File: config.mk
export PLATFORM = sky130hd
export DESIGN_NAME = glb_block_arbiter
export DESIGN_NICKNAME = d
export VERILOG_FILES = /design/src/rtl/glb_stream_pkg.sv /design/src/rtl/rr_arbiter.sv /design/src/rtl/glb_block_arbiter.sv
export SDC_FILE = /design/constraint.sdc
export NUM_CORES = 1
export LEC_CHECK = 0
export ABC_AREA = 1
export CORE_MARGIN = 1.5
export CORE_UTILIZATION = 50
export DETAILED_ROUTE_END_ITERATION = 10
export DONT_BUFFER_PORTS = 1
export PLACE_DENSITY = 0.7
export SKIP_LAST_GASP = 1
export SLEW_MARGIN = 0
export SYNTH_ARGS = -nofsm -noshare
export SYNTH_HDL_FRONTEND = slang
export SYNTH_SLANG_ARGS = --single-unit
File: constraint.sdc
create_clock -name clk -period 3.26 [get_ports clk]
set_input_delay 0.652 -clock clk [delete_from_list [all_inputs] [get_ports clk]]
set_output_delay 0.652 -clock clk [all_outputs]
set_load 0.02 [all_outputs]
File: src/rtl/glb_stream_pkg.sv
// Shared definitions for the block-stream arbiter: end-of-streams token,
// header length field position and the arbiter FSM state encoding.
package glb_stream_pkg;

   localparam logic [16:0] DONE_TOKEN = 17'h10100;
   localparam int          LEN_LSB    = 0;
   localparam int          LEN_W      = 16;

   typedef enum logic [1:0] {
      IDLE = 2'd0,
      HDR  = 2'd1,
      PAY  = 2'd2
   } state_t;

endpackage

File: src/rtl/rr_arbiter.sv
// Round-robin channel picker: searches the masked requests starting just after
// the last accepted channel; the pointer only moves when a grant is taken.
module rr_arbiter #(
   parameter  int NUM_CH = 4,
   localparam int CH_W   = $clog2(NUM_CH)
) (
   input  logic              clk,
   input  logic              flush,
   input  logic [NUM_CH-1:0] req,
   input  logic              accept,
   output logic              grant_valid,
   output logic [CH_W-1:0]   grant_ch
);

   logic [CH_W-1:0] last_ch;
   logic [CH_W-1:0] idx;

   // Pointer holds the last granted channel; NUM_CH-1 puts channel 0 first.
   always_ff @(posedge clk) begin
      if (flush) begin
         last_ch <= CH_W'(NUM_CH - 1);
      end else if (accept && grant_valid) begin
         last_ch <= grant_ch;
      end
   end

   // Walk from the farthest candidate to the nearest so the nearest wins.
   always_comb begin
      grant_valid = 1'b0;
      grant_ch    = '0;
      idx         = '0;
      for (int k = NUM_CH; k >= 1; k--) begin
         idx = CH_W'((int'(last_ch) + k) % NUM_CH);
         if (req[idx]) begin
            grant_valid = 1'b1;
            grant_ch    = idx;
         end
      end
   end

endmodule

File: src/rtl/glb_block_arbiter.sv
// Merges NUM_CH block streams (header + L payload words) into one output
// stream, never interleaving blocks, and reports when every channel has ended.
//
//   state | meaning
//   IDLE  | no grant held; pick the next requesting channel round-robin
//   HDR   | forward the granted channel's header, load the payload count
//   PAY   | forward payload words until the count reaches zero
module glb_block_arbiter #(
   parameter  int                NUM_CH     = 4,
   parameter  int                DATA_W     = 17,
   parameter  logic [DATA_W-1:0] DONE_TOKEN = DATA_W'(glb_stream_pkg::DONE_TOKEN),
   localparam int                CH_W       = $clog2(NUM_CH)
) (
   input  logic                     clk,
   input  logic                     flush,
   input  logic                     clk_en,
   input  logic                     seg_mode,
   input  logic [NUM_CH-1:0]        ch_en,
   input  logic [NUM_CH*DATA_W-1:0] in_data,
   input  logic [NUM_CH-1:0]        in_valid,
   output logic [NUM_CH-1:0]        in_ready,
   output logic [DATA_W-1:0]        out_data,
   output logic                     out_valid,
   input  logic                     out_ready,
   output logic [CH_W-1:0]          out_ch,
   output logic                     done
);

   import glb_stream_pkg::*;

   state_t             state, state_nxt;
   logic [CH_W-1:0]    gnt_ch, gnt_ch_nxt;
   logic [LEN_W-1:0]   cnt, cnt_nxt;
   logic               first_blk, first_blk_nxt;
   logic               blk_end;
   logic [NUM_CH-1:0]  eos_seen, eos_set;
   logic [NUM_CH-1:0]  done_bits;
   logic               out_is_done;
   logic               out_accept;
   logic               hs;
   logic [DATA_W-1:0]  word;
   logic [LEN_W-1:0]   len;
   logic [NUM_CH-1:0]  arb_req;
   logic               arb_valid;
   logic               arb_accept;
   logic [CH_W-1:0]    arb_ch;

   assign word       = in_data[int'(gnt_ch)*DATA_W +: DATA_W];
   assign len        = word[LEN_LSB +: LEN_W];
   assign out_accept = out_ready | ~out_valid;
   assign hs         = clk_en & in_valid[gnt_ch] & in_ready[gnt_ch];

   // A channel that has sent its end token is excluded until the next flush.
   assign arb_req    = in_valid & ch_en & ~eos_seen;
   assign arb_accept = (state == IDLE) & clk_en;

   rr_arbiter #(
      .NUM_CH (NUM_CH)
   ) u_rr (
      .clk         (clk),
      .flush       (flush),
      .req         (arb_req),
      .accept      (arb_accept),
      .grant_valid (arb_valid),
      .grant_ch    (arb_ch)
   );

   always_comb begin
      in_ready = '0;
      if ((state == HDR || state == PAY) && out_accept) begin
         in_ready[gnt_ch] = ch_en[gnt_ch];
      end
   end

   always_comb begin
      state_nxt     = state;
      gnt_ch_nxt    = gnt_ch;
      cnt_nxt       = cnt;
      first_blk_nxt = first_blk;
      blk_end       = 1'b0;
      eos_set       = '0;
      case (state)
         IDLE: begin
            if (clk_en && arb_valid) begin
               state_nxt     = HDR;
               gnt_ch_nxt    = arb_ch;
               first_blk_nxt = 1'b1;
            end
         end
         HDR: begin
            if (hs) begin
               if (word == DONE_TOKEN) begin
                  eos_set[gnt_ch] = 1'b1;
                  state_nxt       = IDLE;
               end else begin
                  cnt_nxt = len;
                  if (len != '0) begin
                     state_nxt = PAY;
                  end else begin
                     blk_end = 1'b1;
                  end
               end
            end
         end
         PAY: begin
            if (hs) begin
               cnt_nxt = cnt - LEN_W'(1);
               if (cnt == LEN_W'(1)) begin
                  blk_end = 1'b1;
               end
            end
         end
         default: state_nxt = IDLE;
      endcase
      // Segmented transfers keep the grant for the second (crd) block.
      if (blk_end) begin
         if (seg_mode && first_blk) begin
            state_nxt     = HDR;
            first_blk_nxt = 1'b0;
         end else begin
            state_nxt = IDLE;
         end
      end
   end

   always_ff @(posedge clk) begin
      if (flush) begin
         state       <= IDLE;
         gnt_ch      <= '0;
         cnt         <= '0;
         first_blk   <= 1'b0;
         eos_seen    <= '0;
         done_bits   <= '0;
         out_data    <= '0;
         out_valid   <= 1'b0;
         out_ch      <= '0;
         out_is_done <= 1'b0;
      end else if (clk_en) begin
         state     <= state_nxt;
         gnt_ch    <= gnt_ch_nxt;
         cnt       <= cnt_nxt;
         first_blk <= first_blk_nxt;
         eos_seen  <= eos_seen | eos_set;
         if (hs) begin
            out_data    <= word;
            out_ch      <= gnt_ch;
            out_valid   <= 1'b1;
            out_is_done <= (state == HDR) && (word == DONE_TOKEN);
         end else if (out_ready) begin
            out_valid <= 1'b0;
         end
         // Done is credited only once the end token has left the output stage.
         if (out_valid && out_ready && out_is_done) begin
            done_bits[out_ch] <= 1'b1;
         end
      end
   end

   assign done = &(done_bits | ~ch_en);

endmodule
---- After elaboration in Yosys (flattened, before gate mapping) ----
Index checks and enable logic that the tools add are counted.
word-level totals
  flip-flop bits (word level) ............. 52
  bits of input ports ..................... 81
  word-level logic and storage cells ...... 124
cells by class
  add/subtract/negate cells ............... 5
  multipliers ............................. 1
  magnitude comparators ................... 8
  equality and inequality tests ........... 11
  shifts and indexed selects .............. 1
  mux-type cells .......................... 53
  bitwise gates (word level) .............. 13
  reductions and logical operators ........ 21
operator list
  cell                   count
  $shiftx 68x8->17       1
  $mux 16                3
  $pmux 16 s2            1
  $mux 1                 25
  $lt 2x3->1 const B     6
  $mux 2                 9
  $eq 17x17->1 const B   1
  $eq 16x1->1 const B    1
  $mux 4                 4
  $reduce_bool 16->1     1
  $sub 16x1->16 const B  1
  $bmux 1 s2             7
  $and 4x4->4            3
  $or 4x4->4             3
  $reduce_and 5->1       2
  $logic_and 1x1->1      9
  $ne 2x2->1 const B     4
  $not 4->4              2
  $mul 2x5->7 const B    1
  $pmux 2 s3             1
  $reduce_and 2->1       3
  $add 2x1->2 const B    2
  $add 2x2->2 const B    2
  $demux 1 s2            2
  15 further kinds       19

---- Longest topological paths before layout ----
Gate-level depths: netlist of the first run.
  word-level depth ........................ 13
  depth in mapped cells ................... 18
  mapped depth without buffers ............ 16

---- Modules after synthesis ----
A second synthesis of the first run with hierarchy kept.
unflattened totals
  cells, all modules ...................... 612
  area total of the unflattened synthesis .. 3,607.2 um^2
by module, submodules not included
  module             times used  cells an instance  area each (um^2)  sequential area each (um^2)
  glb_block_arbiter  1           554                3,295.7           1,001.0
  rr_arbiter         1           58                 311.5             40.0

---- Least setup slack after synthesis of the first run ----
No wires, ideal clock.
  kind .................................... input-to-output
  start ................................... input ch_en[0]
  end ..................................... output done
  arrival time ............................ 1,350 ps
  data required time ...................... 2,608 ps
  path slack .............................. 1,258 ps
  cell stages on the path ................. 3
  cell sequence ........................... inv_1 -> o22ai_1 -> a221oi_1
between the ends
  cells in the longest elaborated chain, start to end .. 3
ends and longest elaborated chain
  element             line                      source
  start: declaration  glb_block_arbiter.sv:18   input logic [NUM_CH-1:0] ch_en,
  $not 4->4           glb_block_arbiter.sv:159  assign done = &(done_bits | ~ch_en);
  $or 4x4->4          glb_block_arbiter.sv:159
  $reduce_and 4->1    glb_block_arbiter.sv:159
  end: declaration    glb_block_arbiter.sv:26   output logic done
No other way between the ends.

---- Worst setup path after layout of the first run ----
  start ................................... register gnt_ch[0]
  end ..................................... register cnt[2]
between the ends
  cells in the longest elaborated chain, start to end .. 11
ends and longest elaborated chain
  element                                               line                      source
  start: declaration                                    glb_block_arbiter.sv:32   logic [CH_W-1:0] gnt_ch, gnt_ch_nxt;
  start signal: assignment                              glb_block_arbiter.sv:140  gnt_ch <= gnt_ch_nxt;
  branches (longest 11 deep; another with $mul 2x5->7)  -
  end signal: assignment                                glb_block_arbiter.sv:141  cnt <= cnt_nxt;
  end: declaration                                      glb_block_arbiter.sv:33   logic [LEN_W-1:0] cnt, cnt_nxt;
Several ways; the timed one is not identified. The select of a mux whose other input is x is not followed.
A chain may end at the register's enable or synchronous reset.

==> results of run 1 <==
==> flip-flops by register name, summed over array words and instances (netlist names) <==
register and cells:
out_data 17, state 2, out_ch 2, done_bits 4
out_is_done 1, gnt_ch 2, u_rr.last_ch 2, cnt 16
eos_seen 4, out_valid 1, first_blk 1
==> final timing paths <==
path	from	to	slack, ns
min	flush	cnt[5]$_SDFFE_PP0P_	0.39
max	gnt_ch[0]$_SDFFE_PP0P_	cnt[2]$_SDFFE_PP0P_	0.68
min reg2reg	done_bits[2]$_SDFFE_PP0P_	done_bits[2]$_SDFFE_PP0P_	0.46
max reg2reg	gnt_ch[0]$_SDFFE_PP0P_	cnt[2]$_SDFFE_PP0P_	0.68
==> power by group through the flow <==
stage	sequential (uW)	clock, uW	combinational, uW
finish	967	604	1660
global route	990	639	1900
CTS	963	608	1650
detailed placement	977	0	1640
global placement	974	0	1600
floorplan	923	0	1380
==> placed cells by master, fill, tap and decap left out, types with 2 or more instances in the layout <==
master | synthesis | routed
a21oi_1 | 30 | 30
a31oi_1 | 9 | 9
buf_4 | 3 | 5
bufinv_16 | 0 | 3
clkbuf_8 | 0 | 5
clkinv_1 | 2 | 2
dfxtp_1 | 52 | 52
ha_1 | 5 | 5
inv_1 | 53 | 53
inv_2 | 5 | 5
inv_4 | 2 | 2
mux2i_1 | 2 | 2
nand2_1 | 227 | 227
nand2_2 | 2 | 2
nand3_1 | 26 | 26
nand3b_1 | 2 | 2
nand4_1 | 2 | 2
nor2_1 | 67 | 67
nor2_2 | 4 | 4
nor3_1 | 7 | 7
o211ai_1 | 5 | 5
o21ai_0 | 43 | 43
o21ai_1 | 6 | 6
o22ai_1 | 2 | 2
or2_2 | 3 | 3
xnor2_1 | 2 | 2
xor2_1 | 4 | 4
==> synth_stat cells (all sizes together) <==
library cell  count  area (um2)
a22oi             1        7.51
xnor2             2        17.5
o21ai            49         245
nor4              1        6.26
o22ai             2        12.5
nand4             2        12.5
nor2             72         288
a31oi             9        56.3
xor2              4        35.0
nand2           230         876
dfxtp            52        1040
o21a              1        7.51
mux2i             2        20.0
a21oi            30         150
ha                5        62.6
or2               3        18.8
clkbuf           11        41.3
nand3b            2        15.0
nand3            26         130
a221oi            1        8.76
clkinv            2        7.51
nor3              7        35.0
o211ai            5        37.5
inv              60         230
buf              14         101
==> cell type report <==
cell class	instances	area share, %
Timing Repair Buffer	5	1.04
Inverter	62	6.57
Clock buffer	5	1.90
Clock inverter	3	2.49
Sequential cell	52	28.8
Tap cell	80	2.77
Multi-Input combinational cell	454	56.5
==> layer usage <==
| metal | up-vias | global-route usage (%) | part of all wire [%] |
|---|---|---|---|
| li1 | 1846 | - | - |
| met1 | 1631 | 30.6 | 41 |
| met2 | 143 | 45.4 | 49 |
| met3 | 19 | 5.52 | 7.5 |
| met4 | 0 | 10.3 | 2.5 |
| met5 | - | 0 | 0 |
==> through the flow <==
step	utilization, %	setup slack, ns	cells	hold slack [ns]
4_1_cts	53.5	0.702	661	0.384
2_1_floorplan	-	1.26	593	0.431
6_report	53.5	0.685	661	0.387
3_5_place_dp	51.2	0.706	653	0.448
3_3_place_gp	51.2	0.738	653	0.435
5_1_grt	53.5	0.410	661	0.378
==> cell families after synthesis <==
family          count (synthesis)  share of synthesized area, %
compound gates                 98                          15.2
xor+xnor                        6                          1.52
mux                             2                         0.578
flops                          52                          30.1
fa+ha+maj                       5                          1.81
buf+inv                        87                          11.0
simple gates                  343                          39.9
==> results.yml, run 1 <==
power:
  power.share.clock_pct: 18.7
  peakVddDrop_uv: 302
  internal_power_uw: 1710
  p_leak_uw: 0.00174
  swShare_pct: 46.9
  power_density_nw_per_um2: 892
  p_sw_uw: 1510
  pwr-share-comb_pct: 51.3
  p_total_uw: 3230
  pwr-share-seq_pct: 30.0
logic_synthesis:
  synth_area_um2: 3460
  synthDistinctLibCells: 35
  synth-seq-cells: 52
  seq_area_frac_synth_pct: 30.1
  syn_avg_cell_area_um2: 5.84
  yosys_warnings: 0
  synthCells: 593
  syn_nets: 679
timing:
  finalHoldViolCount: 0
  worst_pin_slew_ns: 0.986
  skew_ns: 0.00880
  totalNegativeSetupSlack_ns: 0
  drv_slew: 0
  relSlewSlack_pct: 34.2
  max_freq_mhz: 388
  setup_viol: 0
  period_needed_ns: 2.58
  rsz0062_at_grt: "false"
  fin_crit_sh_pct: 79.0
worst_setup_path:
  path_delay_family: "simple AND/OR/NAND/NOR gates"
  path_cells: "inv_4 > nor2_1 > nand2_1 > nand2_1 > nor2_1 > nor2_1 > nand2_1 > inv_2 > nor2_1 > nor2_2 > nand2_4 > inv_4 > nand2_1 > nand2_1 > nor2_1"
  cp.buffers_inverters: 3
  required_ns: 3.48
  worstPathArrival_ns: 2.80
  rr_worst_depth: 15
  critPathMaxStageDelay_ns: 0.48
  cp-end-kind: "flip-flop"
  path_max_fanout: 34
  worst-path-stages: 15
  cpMaxStageDelayCell: "dfxtp_1"
  cp-start-kind: "flip-flop"
  path_class: "flip-flop to flip-flop"
clock_network:
  hold_buffers: 0
  cts_setup_buffers: 0
  cts-buffers-inserted: 5
  tritoncts: "built"
  clk_pin_slew_ns: 0.10
  cts.sinks: 52
  clk_latency_ns: 0.32
  cts-resized-gates: 0
  cts_max_level: 2
  clockBufferDepth: 2
  clock-root-buffer: "clkbuf_8"
finish:
  design_area_um2: 3620
  fill_cells: 721
  final_layout_size_suffix_gt1_share_pct: 5.34
  layout.nets: 666
  regArea_um2: 1040
  multi_input_area_um2: 2040
  area_growth_pct: 4.44
  antenna_cells: 0
floorplanning:
  die_area_um2: 7430
  rows: 30
  core_area_um2: 6760
  die_width_um: 86.2
  start_util_pct: 51.3
  fp.dieH_um: 86.2
  num_io_pins: 106
hold_path:
  min_path_type: "primary input to flip-flop"
  hold_depth: 1
global_routing:
  grt_max_degree: 35
  grt_usage_pct: 25.8
  antenna_found_initial: 0
  grt_first_pass_wirelength_um: 15400
  grt_overflow_total: 0
  grt_pass1_vias: 3403
placed_design:
  io_buffer_count: 0
  gp_congestion: 0.890
  dp.final_hpwl_um: 7120
  dpl_cell_area_um2: 3460
detailed_routing:
  drt_pass1_iterations: 5
  drt_iter0_drc: 184
  ant_nets: 0
  routed_via_density: 5.51
  drc: 0
  routed_wl_um: 9300
  vias: 3639
  wl_per_cell_um: 14.1
status:
  status: "completed"
run:
  drv_cap: 0
(Power assumes the default switching activity.)
==> run 2: changes to the inputs <==
--- a/config.mk
+++ b/config.mk
@@ -5,12 +5,12 @@
 export SDC_FILE = /design/constraint.sdc
 export NUM_CORES = 1
 export LEC_CHECK = 0
-export ABC_AREA = 1
+export ABC_AREA = 0
 export CORE_MARGIN = 1.5
 export CORE_UTILIZATION = 50
 export DETAILED_ROUTE_END_ITERATION = 10
 export DONT_BUFFER_PORTS = 1
-export PLACE_DENSITY = 0.7
+export PLACE_DENSITY = 0.73
 export SKIP_LAST_GASP = 1
 export SLEW_MARGIN = 0
 export SYNTH_ARGS = -nofsm -noshare
==> constraint.sdc (replaced) <==
create_clock -name clk -period 2.2 [get_ports clk]
set_input_delay 0.44 -clock clk [delete_from_list [all_inputs] [get_ports clk]]
set_output_delay 0.44 -clock clk [all_outputs]
set_load 0.02 [all_outputs]
==> run 2 against run 1 <==
Net effect:
- the run now ends with setup timing left
- global-route usage rose by 2.3 points
- final cell count fell by 23%
- clock skew rose by 0.0024 ns
- maximum frequency fell by 9.7%
- critical path depth fell by 8
- sequential share of layout area fell by 3.2 points
- power fell by 9.8%
- synthesized area fell by 8.7%
- register-to-register slack got worse by 1.3 ns
- routed wire length rose by 9.2%
- clock power rose by 17%
- synthesized cell count fell by 37%
==> results.yml, run 2 <==
timing:
  max_freq_mhz: 351
  totalNegativeSetupSlack_ns: -13.43
  finalHoldViolCount: 0
  setup_viol: 24
  skew_ns: 0.0112
  period_needed_ns: 2.85
  rsz0062_at_grt: "true"
  fin_hold_ws_ns: 0.169
  drv_slew: 0
  relSlewSlack_pct: 56.6
  fin_crit_sh_pct: 130
  fin_ws_ns: -0.651
  worst_pin_slew_ns: 0.642
logic_synthesis:
  synth_common_cells: "nand2_1 (69), dfxtp_1 (52), a21oi_1 (44), nor2_1 (25)"
  yosysMostFrequentCell: "nand2_1"
  synth-edff-count: 0
  seq_area_frac_synth_pct: 32.9
  ys_top_cells_by_area: "dfxtp_1 (33%), mux4_2 (11%), nand2_1 (8.2%), a21oi_1 (7.0%), nor2_1 (3.0%)"
  synthDistinctLibCells: 53
  yosys_warnings: 0
  yosysTopAreaCell: "dfxtp_1"
  syn_nets: 462
  synthCells: 376
  yosys.area.top_type_share_pct: 32.9
  synthArstFlopShare_pct: 0
  syn_avg_cell_area_um2: 8.41
  synth_area_um2: 3160
  ys.flop_type: "dfxtp_1"
  synth-seq-cells: 52
floorplanning:
  fp.dieH_um: 82.5
  die_area_um2: 6810
  die_width_um: 82.5
  rows: 28
  core_area_um2: 6030
  start_util_pct: 52.5
  num_io_pins: 106
global_routing:
  grt_overflow_total: 0
  antenna_found_initial: 0
  grt_usage_pct: 28.1
  grt_first_pass_wirelength_um: 14200
  grt_pass1_vias: 3004
  grt_max_degree: 48
run:
  drv_cap: 0
placed_design:
  dp.final_hpwl_um: 7120
  gp_congestion: 0.907
  dp_slack_ns: -0.654
  io_buffer_count: 0
hold_path:
  min_path_type: "primary input to flip-flop"
clock_network:
  cts_max_level: 2
  clk_pin_slew_ns: 0.11
  hold_buffers: 0
  clockBufferDepth: 2
  cts.sinks: 52
  cts-buffers-inserted: 5
  clk_latency_ns: 0.33
  clock-root-buffer: "clkbuf_8"
  tritoncts: "built"
worst_setup_path:
  path_max_fanout: 19
  required_ns: 2.42
  path_class: "flip-flop to flip-flop"
  cp-start-kind: "flip-flop"
  worstPathArrival_ns: 3.07
  cp-end-kind: "flip-flop"
status:
  status: "finished with violations"
  violations: "setup timing"
finish:
  mostFrequentLayoutCell: "nand2_1"
  layout.nets: 520
  top_regs: "out_data (17), cnt (16)"
  antenna_cells: 0
  mostFrequentLayoutCells: "nand2_1 (69), buf_4 (66), dfxtp_1 (49), a21oi_1 (36), nor2_1 (23)"
  max_flop_register: "out_data"
  final_layout_size_suffix_gt1_share_pct: 33.1
  area_growth_pct: 29.5
  largest_register_ffs: 17
power:
  peakVddDrop_uv: 393
  internal_power_uw: 1890
  pwr-share-comb_pct: 39.2
  swShare_pct: 35.2
  pwr-share-seq_pct: 36.6
  p_leak_uw: 0.00151
  power_density_nw_per_um2: 711
  power.share.clock_pct: 24.2
  p_sw_uw: 1030
detailed_routing:
  drc: 0
  routed_wl_um: 10100
  routed_via_density: 6.49
  ant_nets: 0
  vias: 3311
  drt_pass1_iterations: 7
  drt_iter0_drc: 196
  wl_per_cell_um: 19.9
==> run 2: changes by cell type in the layout (fill, tap and decap cells not counted), moves of 5 or more <==
cell	previous run	this run
nand2_1	227	69
buf_4	5	66
nor2_1	67	23
inv_1	53	18
o21ai_0	43	15
mux4_2	0	16
nand3_1	26	11
a31oi_1	9	0
a21oi_1	30	36
o21ai_1	6	0
a211oi_2	0	5
a21oi_2	0	5
buf_6	0	5
==> run 2: cell type report <==
cell class	instances	area (um2)
Timing Repair Buffer	75	637
Tap cell	75	93.8
Inverter	19	71.3
Clock buffer	5	68.8
Fill cell	464	1930
Clock inverter	3	46.3
Multi-Input combinational cell	281	2130
Sequential cell	52	1050
==> run 2: worst paths after layout <==
check	startpoint	endpoint	slack [ns]	cells past startpoint
min	flush	state[1]$_SDFFE_PP0P_	0.17	1
min reg2reg	done_bits[3]$_SDFFE_PP0P_	done_bits[3]$_SDFFE_PP0P_	0.47	2
max reg2reg	gnt_ch[0]$_SDFFE_PP0P_	cnt[9]$_SDFFE_PP0P_	-0.65	7
max	gnt_ch[0]$_SDFFE_PP0P_	cnt[9]$_SDFFE_PP0P_	-0.65	7
==> run 2: repair_timing <==
action                                  4_1_cts  5_1_grt
resized for setup                            23       24
setup buffers                                 4        3
gates cloned                                  1        1
endpoints found under the setup margin       26       31
pin swaps                                     5        5
hold endpoints to repair                      0        0
==> run 2: power groups by stage <==
stage / combinational, uW / sequential, uW / clock, uW
after floorplan: 634 / 1070 / 0
after global placement: 964 / 1080 / 0
after detailed placement: 976 / 1080 / 0
after CTS: 1040 / 1060 / 700
after global routing: 1220 / 1070 / 731
final: 1140 / 1070 / 705
==> run 2: logic make-up after synthesis <==
group | Yosys count | share of synthesized area, %
compound gates | 105 | 22.4
fa+ha+maj | 5 | 1.98
buf+inv | 43 | 6.37
flops | 52 | 32.9
mux | 19 | 13.5
simple gates | 152 | 22.8
==> run 2: layer usage <==
metal  wire length [um]  GRT usage [%]  vias to the layer above
met2               5380           49.3                      183
li1                   -              -                     1513
met1               3690           32.8                     1594
met5                  0              0                        -
met3                909           6.26                       21
met4                176           12.3                        0
==> run 2: metrics by stage <==
step	std cells	area, um2	power (uW)	utilization [%]
floorplan	376	3190	1710	-
global placement	494	3690	2040	61.2
detailed placement	494	3690	2060	61.2
CTS	507	3940	2800	65.3
global route	510	4090	3020	67.9
finish	510	4090	2910	67.9
==> run 2: critical path: stages, from the launching register on <==
cell and delay [ns]:
dfxtp_4 0.41, buf_12 0.12, mux4_2 0.49, or4_1 0.53, or4_4 0.46, o311a_4 0.33
buf_12 0.17, a32o_1 0.22
==> run 3: changes to the inputs <==
--- a/config.mk
+++ b/config.mk
@@ -11,6 +11,7 @@
 export DETAILED_ROUTE_END_ITERATION = 10
 export DONT_BUFFER_PORTS = 1
 export PLACE_DENSITY = 0.73
+export SETUP_SLACK_MARGIN = 0.05
 export SKIP_LAST_GASP = 1
 export SLEW_MARGIN = 0
 export SYNTH_ARGS = -nofsm -noshare
==> run 3 against run 2 <==
Net effect:
- the flow still finishes with violations (setup timing)
- power is 0.55% higher
- utilization is 0.39 points higher
- sequential share of layout area is 0.15 points lower
- critical endpoint is now cnt[8]$_SDFFE_PP0P_
- sequential power hardly changed
- via count is 0.88% lower
==> results.yml, run 3 (synthesis results as in run 2) <==
status:
  status: "finished with violations"
  violations: "setup timing"
worst_setup_path:
  critPathMaxStageDelay_ns: 0.53
  worstPathArrival_ns: 3.07
  cpMostUsedCell: "buf_12"
  path_max_fanout: 19
  r2r_start: "gnt_ch[0]$_SDFFE_PP0P_"
  cpMaxStageDelayCell: "or4_1"
  cp-end-kind: "flip-flop"
  crit_start: "gnt_ch[0]$_SDFFE_PP0P_"
  cp-start-kind: "flip-flop"
  path_delay_family: "simple AND/OR/NAND/NOR gates"
  regToRegSetupSlack_ns: -0.66
  path_class: "flip-flop to flip-flop"
  cp.buffers_inverters: 2
  path_cells: "buf_12 > mux4_2 > or4_1 > or4_4 > o311a_4 > buf_12 > a21oi_2 > a211oi_2"
  required_ns: 2.41
timing:
  skew_ns: 0.00982
  setup_viol: 24
  fin_ws_ns: -0.655
  period_needed_ns: 2.86
  max_freq_mhz: 350
  fin_crit_sh_pct: 130
  rsz0062_at_grt: "true"
  relSlewSlack_pct: 57.6
  worst_pin_slew_ns: 0.628
  drv_slew: 0
  fin_hold_ws_ns: 0.174
  finalHoldViolCount: 0
global_routing:
  grt_overflow_total: 0
  antenna_found_initial: 0
  grt_pass1_vias: 3005
  grt_first_pass_wirelength_um: 14300
  grt_max_degree: 48
  grt_usage_pct: 28.3
finish:
  antenna_cells: 0
  fill_cells: 456
  layout.nets: 520
  mostFrequentLayoutCells: "nand2_1 (69), buf_4 (66), dfxtp_1 (49), a21oi_1 (36), nor2_1 (22)"
  final_layout_size_suffix_gt1_share_pct: 34.0
  mostFrequentLayoutCell: "nand2_1"
  regArea_um2: 1050
  area_growth_pct: 30.2
  design_area_um2: 4120
  max_flop_register: "out_data"
  multi_input_area_um2: 2150
  top_regs: "out_data (17), cnt (16)"
  largest_register_ffs: 17
hold_path:
  hold_start: "flush"
  min_path_type: "primary input to flip-flop"
detailed_routing:
  drt_pass1_iterations: 7
  ant_nets: 0
  wl_per_cell_um: 20.1
  drc: 0
  drt_iter0_drc: 231
  vias: 3282
  routed_via_density: 6.44
  routed_wl_um: 10300
power:
  power_density_nw_per_um2: 711
  peakVddDrop_uv: 393
  p_leak_uw: 0.00151
clock_network:
  cts_max_level: 2
  tritoncts: "built"
  clk_latency_ns: 0.33
  clockBufferDepth: 2
  clock-root-buffer: "clkbuf_8"
  cts.sinks: 52
  cts-buffers-inserted: 5
  clk_pin_slew_ns: 0.11
floorplanning:
  start_util_pct: 52.5
  core_area_um2: 6030
  fp.dieH_um: 82.5
  num_io_pins: 106
  die_width_um: 82.5
  die_area_um2: 6810
  rows: 28
placed_design:
  dpl_cell_area_um2: 3690
  dp_slack_ns: -0.654
  dp.final_hpwl_um: 7120
  gp_congestion: 0.907
  io_buffer_count: 0
run:
  drv_cap: 0
-- run 3: cell counts in the layout (fill, tap and decap cells not counted) --
No cell type changed its count.
-- run 3: routing by layer --
metal  track usage (%)  share of wire [%]
met2              50.2                 53
met4              11.5                1.7
met5                 0                  0
met3              6.26                8.8
met1              32.7                 37
-- run 3: metrics by stage --
step | power (uW) | instances | setup TNS, ns | utilization [%]
2_1_floorplan | 1710 | 376 | -10.30 | -
3_3_place_gp | 2040 | 494 | -12.85 | 61.2
3_5_place_dp | 2060 | 494 | -13.97 | 61.2
4_1_cts | 2810 | 507 | -12.93 | 65.6
5_1_grt | 3040 | 510 | -14.80 | 68.3
6_report | 2930 | 510 | -13.55 | 68.3
-- run 3: path summary, 6_finish.rpt --
path | endpoint | cells after the start
max | cnt[8]$_SDFFE_PP0P_ | 8
min | cnt[10]$_SDFFE_PP0P_ | 1
max reg2reg | cnt[8]$_SDFFE_PP0P_ | 8
min reg2reg | done_bits[3]$_SDFFE_PP0P_ | 2
-- run 3: cell type report --
| cell class | count | area share (%) |
|---|---|---|
| inverter | 19 | 1.73 |
| tap | 75 | 2.28 |
| timing repair buffer | 75 | 15.5 |
| multi-input combinational | 281 | 52.3 |
| sequential | 52 | 25.4 |
| clock inverter | 3 | 1.12 |
| clock buffer | 5 | 1.67 |
-- run 3: repair_timing --
item / CTS / global route
resized for setup: 25 / 27
setup buffers: 4 / 3
hold buffers: 0 / 0
pin swaps: 5 / 5
cloned: 1 / 1
endpoints found under the setup margin: 27 / 41
-- run 3: power breakdown --
part	total [uW]	switching (uW)	internal (uW)
clock	700	357	343
combinational	1160	607	552
sequential	1070	65.4	1000
total	2930	1030	1900
